`config.mk`:
```
export PLATFORM = sky130hd
export DESIGN_NAME = month_counter
export DESIGN_NICKNAME = d
export VERILOG_FILES = /design/src/rtl/month_counter.sv
export SDC_FILE = /design/constraint.sdc
export NUM_CORES = 1
export LEC_CHECK = 0
export CAP_MARGIN = 0
export CORE_MARGIN = 1
export CORE_UTILIZATION = 40
export CTS_BUF_LIST = sky130_fd_sc_hd__clkbuf_2
export DETAILED_ROUTE_END_ITERATION = 10
export GPL_TIMING_DRIVEN = 0
export PLACE_DENSITY = 0.66
export SLEW_MARGIN = 20
export SYNTH_ARGS = -nofsm -noshare
export SYNTH_HDL_FRONTEND = slang
export SYNTH_SLANG_ARGS = --single-unit
```
`constraint.sdc`:
```
create_clock -name clock_in0 -period 3.3 [get_ports clock_in0]
set_input_delay 0.66 -clock clock_in0 [delete_from_list [all_inputs] [get_ports clock_in0]]
set_output_delay 0.66 -clock clock_in0 [all_outputs]
set_load 0.05 [all_outputs]
```
`src/rtl/month_counter.sv`:
```
// month_counter: month stage of the calendar chain.
//   Counts 1..12, advanced by the day counter's carry (run mode) or by the up_n key
//   (set mode). Reports days-in-month to the day counter (leap-aware from year_count),
//   drives two active-low 7-segment digits and pulses year_carry on Dec->Jan in run mode.
//   Optional feature macro: MONTH_AUTOREPEAT_EN (key auto-repeat while up_n is held).
module month_counter #(
  parameter logic [3:0] RESET_MONTH   = 4'd1,
  parameter int         SYNC_STAGES   = 2,
  parameter int         REPEAT_CYCLES = 25000000
) (
  input  logic        clock_in0,
  input  logic        reset,
  input  logic        day_carry,
  input  logic        up_n,
  input  logic        set,
  input  logic [13:0] year_count,
  output logic [3:0]  month_count,
  output logic [13:0] month_7seg,
  output logic [4:0]  days_in_month,
  output logic        year_carry
);

  // Active-low gfedcba pattern for one decimal digit.
  function automatic logic [6:0] seg_digit(input logic [3:0] digit);
    logic [6:0] seg;
    case (digit)
      4'd0:    seg = 7'b1000000;
      4'd1:    seg = 7'b1111001;
      4'd2:    seg = 7'b0100100;
      4'd3:    seg = 7'b0110000;
      4'd4:    seg = 7'b0011001;
      4'd5:    seg = 7'b0010010;
      4'd6:    seg = 7'b0000010;
      4'd7:    seg = 7'b1111000;
      4'd8:    seg = 7'b0000000;
      4'd9:    seg = 7'b0010000;
      default: seg = 7'b1111111;
    endcase
    return seg;
  endfunction

  // Both digits of a month: {tens, units}; the tens digit shows 0 for months below 10.
  function automatic logic [13:0] seg_month(input logic [3:0] month);
    logic [3:0] tens;
    logic [3:0] units;
    tens  = (month >= 4'd10) ? 4'd1 : 4'd0;
    units = (month >= 4'd10) ? month - 4'd10 : month;
    return {seg_digit(tens), seg_digit(units)};
  endfunction

  // Gregorian leap rule; year 0 counts as leap (divisible by 400).
  function automatic logic is_leap(input logic [13:0] year);
    return ((year[1:0] == 2'b00) && ((year % 14'd100) != 14'd0)) ||
           ((year % 14'd400) == 14'd0);
  endfunction

  function automatic logic [4:0] month_days(input logic [3:0] month, input logic [13:0] year);
    logic [4:0] days;
    case (month)
      4'd4, 4'd6, 4'd9, 4'd11: days = 5'd30;
      4'd2:                    days = is_leap(year) ? 5'd29 : 5'd28;
      default:                 days = 5'd31;
    endcase
    return days;
  endfunction

  // Synchronizer chains (MSB is the synchronized value) and edge-detect history.
  logic [SYNC_STAGES-1:0] dc_sync;
  logic [SYNC_STAGES-1:0] up_sync;
  logic [SYNC_STAGES-1:0] set_sync;
  logic                   dc_hist;
  logic                   up_hist;

  logic dc_s;
  logic up_s;
  logic set_mode;
  logic run_evt;
  logic press_evt;
  logic rpt_evt;
  logic advance;

  logic [3:0] month_next;
  logic       wrap;

  // Input synchronizers and history flops; history runs in both modes so a mode
  // switch never manufactures an edge from a level that was already present.
  // NOTE: clocked state uses non-blocking (<=) so every flop samples pre-edge values.
  always_ff @(posedge clock_in0 or negedge reset) begin
    if (!reset) begin
      dc_sync  <= '0;
      up_sync  <= '1;
      set_sync <= '0;
      dc_hist  <= 1'b0;
      up_hist  <= 1'b1;
    end else begin
      dc_sync  <= {dc_sync[SYNC_STAGES-2:0], day_carry};
      up_sync  <= {up_sync[SYNC_STAGES-2:0], up_n};
      set_sync <= {set_sync[SYNC_STAGES-2:0], set};
      dc_hist  <= dc_sync[SYNC_STAGES-1];
      up_hist  <= up_sync[SYNC_STAGES-1];
    end
  end

  assign dc_s      = dc_sync[SYNC_STAGES-1];
  assign up_s      = up_sync[SYNC_STAGES-1];
  assign set_mode  = set_sync[SYNC_STAGES-1];
  assign run_evt   = !set_mode && dc_s && !dc_hist;
  assign press_evt = set_mode && up_hist && !up_s;

`ifdef MONTH_AUTOREPEAT_EN
  localparam int HOLD_W = $clog2(REPEAT_CYCLES + 1);

  logic [HOLD_W-1:0] hold_cnt;
  logic              hold_armed;

  // Hold timer: armed by a press, fires every REPEAT_CYCLES while the key stays down,
  // and is cleared by release or by leaving set mode.
  always_ff @(posedge clock_in0 or negedge reset) begin
    if (!reset) begin
      hold_cnt   <= '0;
      hold_armed <= 1'b0;
    end else if (!set_mode || up_s) begin
      hold_cnt   <= '0;
      hold_armed <= 1'b0;
    end else if (press_evt) begin
      hold_cnt   <= '0;
      hold_armed <= 1'b1;
    end else if (hold_armed) begin
      hold_cnt   <= rpt_evt ? '0 : hold_cnt + 1'b1;
    end
  end

  assign rpt_evt = hold_armed && set_mode && !up_s &&
                   (hold_cnt == HOLD_W'(REPEAT_CYCLES - 1));
`else
  assign rpt_evt = 1'b0;
`endif

  assign advance = run_evt || press_evt || rpt_evt;

  // Next-month selection; a bad month state recovers to January without a carry.
  // NOTE: every always_comb output gets a default first, so no path infers a latch.
  always_comb begin
    month_next = month_count;
    wrap       = 1'b0;
    if (advance) begin
      if (month_count >= 4'd1 && month_count <= 4'd11) begin
        month_next = month_count + 4'd1;
      end else if (month_count == 4'd12) begin
        month_next = 4'd1;
        wrap       = 1'b1;
      end else begin
        month_next = 4'd1;
      end
    end
  end

  // Month register with its display and the run-mode year carry, updated together.
  always_ff @(posedge clock_in0 or negedge reset) begin
    if (!reset) begin
      month_count <= RESET_MONTH;
      month_7seg  <= seg_month(RESET_MONTH);
      year_carry  <= 1'b0;
    end else begin
      month_count <= month_next;
      month_7seg  <= seg_month(month_next);
      year_carry  <= wrap && run_evt;
    end
  end

  // Days-in-month follows month_count/year_count one cycle later.
  always_ff @(posedge clock_in0 or negedge reset) begin
    if (!reset) begin
      days_in_month <= 5'd31;
    end else begin
      days_in_month <= month_days(month_count, year_count);
    end
  end

endmodule

```
Yosys cells after proc, flatten, opt, wreduce, memory -nomap -nowiden
Memory sizes are Yosys's and may differ from the RTL's. A register that Yosys moved wholly into a read port is not among the register bits. Index checks and enable logic that the tools add are counted.

Register bits: 18. Memory bits (read-only): 224. Input bits: 19. Output and inout port bits: 24. Logic and storage cells: 50. Memories kept: 2.

$add $sub $neg: 2. Div/mod/pow operators: 2. Order comparisons: 3. Eq/ne operators: 6. Mux-type cells: 9. Reduce and logical (&&, ||, !) cells: 18.

Memory list: (name not given) (depth 16, bits a word 7, rd ports 1, clocked after Yosys merged registers in 1, write ports 0, RTL line 26) `case (digit)`; (name not given) (depth 16, bits a word 7, rd ports 1, clocked after Yosys merged registers in 1, write ports 0, RTL line 26).

Operators with widths (count): zero test 14 bit (1); remainder unit 14 x 7 -> 14 bit, second input constant (1); remainder unit 14 x 9 -> 14 bit, second input constant (1); nonzero test 14 bit (1); equality test 4 bit, second input constant (3); 2-to-1 mux 4 bit (3); equality test 4 x 3 -> 1 bit, second input constant (2); logical AND 1 bit (7); zero test 1 bit (5); 2-to-1 mux 1 bit (5); adder 4 x 1 -> 4 bit, second input constant (1); equality test 4 x 2 -> 1 bit, second input constant (1); >= comparator 4 x 1 -> 1 bit, second input constant (1); >= comparator 4 bit, second input constant (1); <= comparator 4 bit, second input constant (1); one-hot mux 2 bit (2 select lines) (1); OR reduction 4 bit (1); subtractor 4 bit, second input constant (1); zero test 2 bit (1); logical OR 1 bit (2).

Longest topological paths before layout
Depth in word-level cells: 7. Depth in mapped cells: 17.

Least setup slack after synthesis
Ideal clock, no wire load.

Path type: input to register. Start point: input year_count[9]. End point: register days_in_month[0]. Arrival time: 4448 ps. Data required time: 3224 ps. Setup slack: -1224 ps. Cell stages on the path: 16. Path buffers: 1. Cells stage by stage: clkbuf_2 -> or2_4 -> o311ai_0 -> a21oi_2 -> a31o_1 -> and2_4 -> or4_1 -> o211a_2 -> o21ai_2 -> a211oi_2 -> nor3_1 -> mux2i_1 -> a311oi_1 -> a221oi_1 -> mux2_2 -> a31oi_2.

Longest elaborated chain between the ends: 6.

RTL lines: start, declared (RTL line 16) `input logic [13:0] year_count,`; remainder unit 14 x 7 -> 14 bit (RTL line 53) `return ((year[1:0] == 2'b00) && ((year % 14'd100) != 14'd0)) ||`; nonzero test 14 bit (RTL line 53); logical AND 1 bit (RTL line 53); logical OR 1 bit (*) (RTL line 53); 2-to-1 mux 1 bit (*) (RTL line 61) `4'd2: days = is_leap(year) ? 5'd29 : 5'd28;`; one-hot mux 2 bit (2 select lines) (*) (RTL line 59) `case (month)`; end signal, assigned (RTL line 176) `days_in_month <= month_days(month_count, year_count);`; end, declared (RTL line 19) `output logic [4:0] days_in_month,`.

Every way passes the cells marked *; elsewhere a longest branch is shown, timed or not.

Worst setup path after layout
Start point: input year_count[13]. End point: register days_in_month[0].

The elaborated chain is that of the path after synthesis.

==> metrics.yaml <==
yosys:
  synth_warnings: 0
  syn-instance-count: 332
  yosysSeqAreaShare_pct: 22.0
  netlist_area_um2: 2680
  synth_edf_count: 0
  synth-seq-cells: 23
  synth_area_per_cell_um2: 8.08
  synth-main-ff-cell: "dfrtp_1"
  synthArstFlopShare_pct: 100
  synth_cell_types: 83
cells_and_area:
  final_cells: 487
  synthToLayoutAreaGrowth_pct: 44.5
  nets: 441
  n_antenna_cell: 0
  fin_area_um2: 3870
  final_common_cell: "buf_4"
  layout_common_cells: "40 x buf_4, 38 x nand2_1, 23 x clkdlybuf4s50_1"
  drive_gt1_share_pct: 32.4
setup_path:
  cp.arrival_ns: 4.70
  slowest_delay_ns: 0.55
  crit_type: "input pin to register"
  endpoint_kind: "register"
  cp_max_fo: 6
  start_kind: "input pin"
  path_cells: "buf_6 -> buf_6 -> nand4b_1 -> buf_4 -> o311ai_4 -> o211ai_4 -> buf_6 -> a31oi_4 -> a41o_1 -> or4_4 -> o211a_4 -> o211ai_1 -> a31oi_4 -> nor3_4 -> mux2i_4 -> a311oi_1 -> a221oi_1 -> mux2_2 -> a31oi_4"
  crit_required_ns: 3.56
  cp_slowest_cell: "or4_4"
global_routing:
  grt_pass1_wl_um: 12400
  track_usage_pct: 20.9
  overflow: 0
  grt_pass1_vias: 2721
  grt_max_degree: 24
  antenna_found_initial: 0
power_and_ir_drop:
  powerDensity_nw_per_um2: 640
  cellLeakagePower_uw: 0.00158
  ir_worst_vdd_v: 0.000613
clocking:
  clkSlewWorstSetupHoldPaths_ns: 0.21
  cts_sinks: 23
  h-tree-depth: 1
  cts_tree: "done"
  cts_buffers: 3
  cts_root_buf: "clkbuf_2"
  clk_latency_ns: 0.33
  cts_hold_buf: 0
  cts_buffer_depth: 2
place:
  numPortBuffers: 33
  placed_cell_area_um2: 3250
  place.gp.congestion: 0.888
  place_inst: 446
  place_ws_ns: -2.12
  place_hpwl_um: 4980
floorplan:
  core-area_um2: 6420
  pin_count: 43
  std_cell_rows: 29
  die_area_um2: 7040
  die_w_um: 83.9
  initial_core_util_pct: 41.7
  die_h_um: 83.9
sta:
  setup_violations: 1
  layout_setup_ws_ns: -1.14
  rsz0062_at_grt: "true"
  max-slew-margin-rel_pct: 56.9
  period_share_pct: 134
  setup_tns_ns: -1.14
  skew_ns: 0.0128
  fmax_ghz: 0.225
  whs_ns: 0.250
  hold_viol_final: 0
  slew_viol_final: 0
  period_needed_ns: 4.44
  worst_slew_pin_slew_ns: 0.639
route:
  vias_per_cell: 5.90
  drc: 0
  routedWlPerCell_um: 15.7
  vias: 2875
  routed_wl_um: 7630
  ant_nets: 0
  first_pass_iters: 5
  dr.first_iter.drc_count: 241
flow_run:
  cap_violations: 0
run_status:
  status: "finished with violations"
  violations: "setup timing"
hold_path:
  worstHoldPathType: "input pin to async pin"
repair_timing:
item	in CTS	in global routing
gates cloned	3	0
gates resized for setup	64	28
pin swaps	23	19
endpoints found under the setup margin	1	6
buffers inserted	22	12
flip-flops by register name, indices dropped and copies added (netlist names):
register,cells
days_in_month,2
dc_hist,1
dc_sync,2
month_7seg,8
month_count,4
set_sync,2
up_hist,1
up_sync,2
year_carry,1
critical path: cells and delay by family:
family,cells,cell delay [ns]
mux,2,0.72
buf+inv,4,0.52
compound gates,10,1.87
simple gates,3,0.92
per-layer routing:
layer  vias to the layer above  wire, um  global-route usage [%]
li1                       1403         -                       -
met1                      1367      3480                    28.5
met2                        91      3650                    35.9
met3                        14       411                    2.18
met4                         0        90                    4.08
met5                         -         0                       0
cells in the mapped netlist (5+ instances only):
cell | instances | area [um^2]
nand3b_1 | 7 | 52.6
dfstp_2 | 11 | 289
ha_1 | 11 | 138
nand2_1 | 40 | 150
a21oi_1 | 14 | 70.1
xnor2_1 | 8 | 70.1
buf_4 | 9 | 67.6
nor2b_1 | 5 | 31.3
nand2b_1 | 6 | 37.5
buf_2 | 7 | 35.0
nor2_1 | 24 | 90.1
dfrtp_1 | 12 | 300
o21ai_0 | 13 | 65.1
nor3_1 | 7 | 35.0
a21boi_0 | 5 | 37.5
and3_1 | 5 | 31.3
nand3_1 | 6 | 30.0
o211ai_1 | 12 | 90.1
mux2i_1 | 6 | 60.1
inv_1 | 15 | 56.3
power by group:
| part | internal (uW) | switching (uW) | leakage (uW) |
|---|---|---|---|
| clock network | 27.5 | 81.0 | 0.0000164 |
| registers | 401 | 49.9 | 0.000266 |
| logic | 775 | 1140 | 0.00129 |
| total | 1200 | 1280 | 0.00158 |
cell type report:
cell class / count / area (um^2)
tap: 77 / 96.3
sequential: 23 / 589
clock buffer: 3 / 15.0
multi-input combinational: 275 / 2260
inverter: 15 / 56.3
fill: 547 / 2550
clock inverter: 1 / 5.00
buffer: 24 / 190
timing repair buffer: 69 / 663
cells by family after synthesis:
kind of cell	after synthesis	share of synthesized area, %
other	2	0.280
muxes	9	3.50
adders and majority gates	11	5.13
DFF	23	22.0
AOI/OAI and AO/OA	113	33.9
buffers and inverters	39	7.65
and+or+nand+nor	125	24.3
xor gates and xnor gates	10	3.27
final timing paths:
check | from | to | slack, ns | cells after the start
max reg2reg | month_count[0]$_DFF_PN1_ | month_7seg[6]$_DFF_PN1_ | 0.45 | 12
max in group asynchronous | reset | month_count[0]$_DFF_PN1_ | 2.69 | 1
min in group clock_in0 | up_sync[0]$_DFF_PN1_ | up_sync[1]$_DFF_PN1_ | 0.37 | 0
max | year_count[13] | days_in_month[0]$_DFF_PN1_ | -1.14 | 19
min | reset | dc_hist$_DFF_PN0_ | 0.25 | 1
min reg2reg | up_sync[0]$_DFF_PN1_ | up_sync[1]$_DFF_PN1_ | 0.37 | 0
metrics by stage:
step | power (uW) | util, %
floorplan | 1730 | -
global placement | 2100 | 50.5
detailed placement | 2120 | 50.5
CTS | 2400 | 57.0
global route | 2660 | 60.3
finish | 2480 | 60.3
No activity file was read; power rests on OpenSTA's default activity.
==> RTL change, RTL diff (config.mk and constraints unchanged) <==
Build with the macro `MONTH_AUTOREPEAT_EN` defined.
--- a/src/rtl/month_counter.sv
+++ b/src/rtl/month_counter.sv
@@ -3,6 +3,8 @@
 //   (set mode). Reports days-in-month to the day counter (leap-aware from year_count),
 //   drives two active-low 7-segment digits and pulses year_carry on Dec->Jan in run mode.
 //   Optional feature macro: MONTH_AUTOREPEAT_EN (key auto-repeat while up_n is held).
+`define MONTH_AUTOREPEAT_EN
+
 module month_counter #(
   parameter logic [3:0] RESET_MONTH   = 4'd1,
   parameter int         SYNC_STAGES   = 2,
Formal check against the unedited RTL: no difference found for any inputs over 10 cycles, from zero or initial values and one cycle with reset low; that may be too few to reach the edited logic, so the function may still have changed.
==> RTL change against the unedited design <==
- the flow still finishes with violations (setup timing)
- sequential cell count is 26 higher
- critical path type unchanged
- hold slack worse by 0.065 ns
- highest routed layer unchanged
- fmax is 2.5% higher
- first-iteration DRC count is 19% higher
- critical endpoint unchanged
- total power is 31% higher
- utilization is 4.6 points lower
- wire length is 49% higher
- clock power grew to 3.6 times the old value
- non-clock buffer count is 32 higher
- synthesized area is 60% higher
- final area is 49% higher
- die area is 58% higher
- setup slack better by 0.11 ns
- global-route usage is 0.40 points lower
==> RTL change: results <==
final_layout:
  fin_nets: 646
  drive_above_1_share_pct: 31.8
  top_regs: "hold_cnt x25, month_7seg x8, month_count x4"
  antenna_cells: 0
pwr:
  p_sw_uw: 1450
  irDropWorstVdd_uv: 456
  leakagePower_uw: 0.00234
route:
  wire_per_inst_um: 15.1
  drt_first_iter_violations: 286
  viasPerCell: 5.79
  drt_first_pass_iters: 4
place:
  place.detailed.hpwl_um: 7640
  place_ws_ns: -2.10
  routabilityCongestion: 0.928
  io_buffers: 35
logic_synthesis:
  ys_warn_count: 0
  synth_compound_area_share_pct: 30.5
  netlist_top_cells_count: "o21ai_0, nand2_1, dfrtp_1"
  ys_seq_area_share_pct: 28.9
  synth_fa_ha_area_share_pct: 3.74
  synthFlopType: "dfrtp_1"
  ys_top_cells_by_area: "dfrtp_1, dfstp_2, o21ai_0, nand2_1, ha_1"
  yosys-mux-area-fraction_pct: 1.63
  synth_xor_area_share_pct: 3.21
  ys_types: 92
  async_flop_share_pct: 100
clock_tree:
  cts_root_buf: "clkbuf_2"
  cts_buffer_depth: 2
  numCtsBuffers: 5
  htree_levels: 2
  clk_pin_slew_ns: 0.24
  clock_latency_ns: 0.41
  hold_buffers: 0
run_status:
  failed_checks: "setup timing"
  status: "complete, but fails checks"
global_route:
  grt_pass1_wl_um: 19200
  grt_max_degree: 27
  antenna_found_initial: 0
  grt_usage_pct: 20.5
  grt_pass1_vias: 4206
sta:
  worstMarginPinSlew_ns: 0.854
  setup_viol: 1
  layout_setup_ws_ns: -1.03
  finClkSkew_ns: 0.00744
setup_path:
  crit_arrival_ns: 4.70
  crit_family: "compound AO/OA/AOI/OAI gates"
  max_stage_delay_ns: 0.39
  cp_slowest_cell: "nor4_4"
  path_max_fanout: 8
min_path:
  hp-class: "input port to async pin"
[RTL change: power groups by stage]
stage / logic, uW / clock network, uW / registers (uW)
finish: 2070 / 391 / 777
detailed placement: 1780 / 0 / 793
floorplan: 1110 / 0 / 1050
CTS: 1980 / 406 / 779
global placement: 1760 / 0 / 785
global route: 2240 / 434 / 790
[RTL change: cell type report]
cell class | count | area, um^2
plain buffers | 36 | 298
clock buffers | 5 | 25.0
clock inverters | 3 | 65.1
fillers | 933 | 4590
inverters | 14 | 52.6
multi-input cells | 420 | 3180
flip-flops and latches | 49 | 1240
well taps | 136 | 170
repair buffers | 89 | 748
[RTL change: stage by stage]
step                setup TNS (ns)  cell area [um^2]  std cells
finish                       -1.03              5780        752
global placement             -4.21              5020        690
floorplan                    -1.09              4500        519
global route                 -1.13              5780        752
CTS                         -0.963              5650        743
detailed placement           -4.47              5030        691
[RTL change: final timing paths]
kind                                startpoint          endpoint  slack [ns]  cells past startpoint
max in group asynchronous                reset    month_count[0]        2.50                      2
worst max-delay path            year_count[11]  days_in_month[0]       -1.03                     19
worst min register to register      up_sync[0]        up_sync[1]        0.38                      0
worst min-delay path                     reset      hold_cnt[19]        0.19                      1
min in group clock_in0              up_sync[0]        up_sync[1]        0.38                      0
worst max register to register     hold_cnt[1]     month_7seg[3]        0.24                     16
[RTL change: routing by layer]
layer	share of wire, %	global-route usage (%)	routed length (um)
met3	4.1	1.86	467
met2	49	36.4	5600
met5	0	0	0
met4	1.1	4.37	127
met1	46	27.2	5170
[RTL change: timing repair]
item                                    CTS  global route
endpoints found under the setup margin    8             8
resized for setup                        77            22
pin swaps                                25            13
gates cloned                              6             0
setup buffers                            38             9
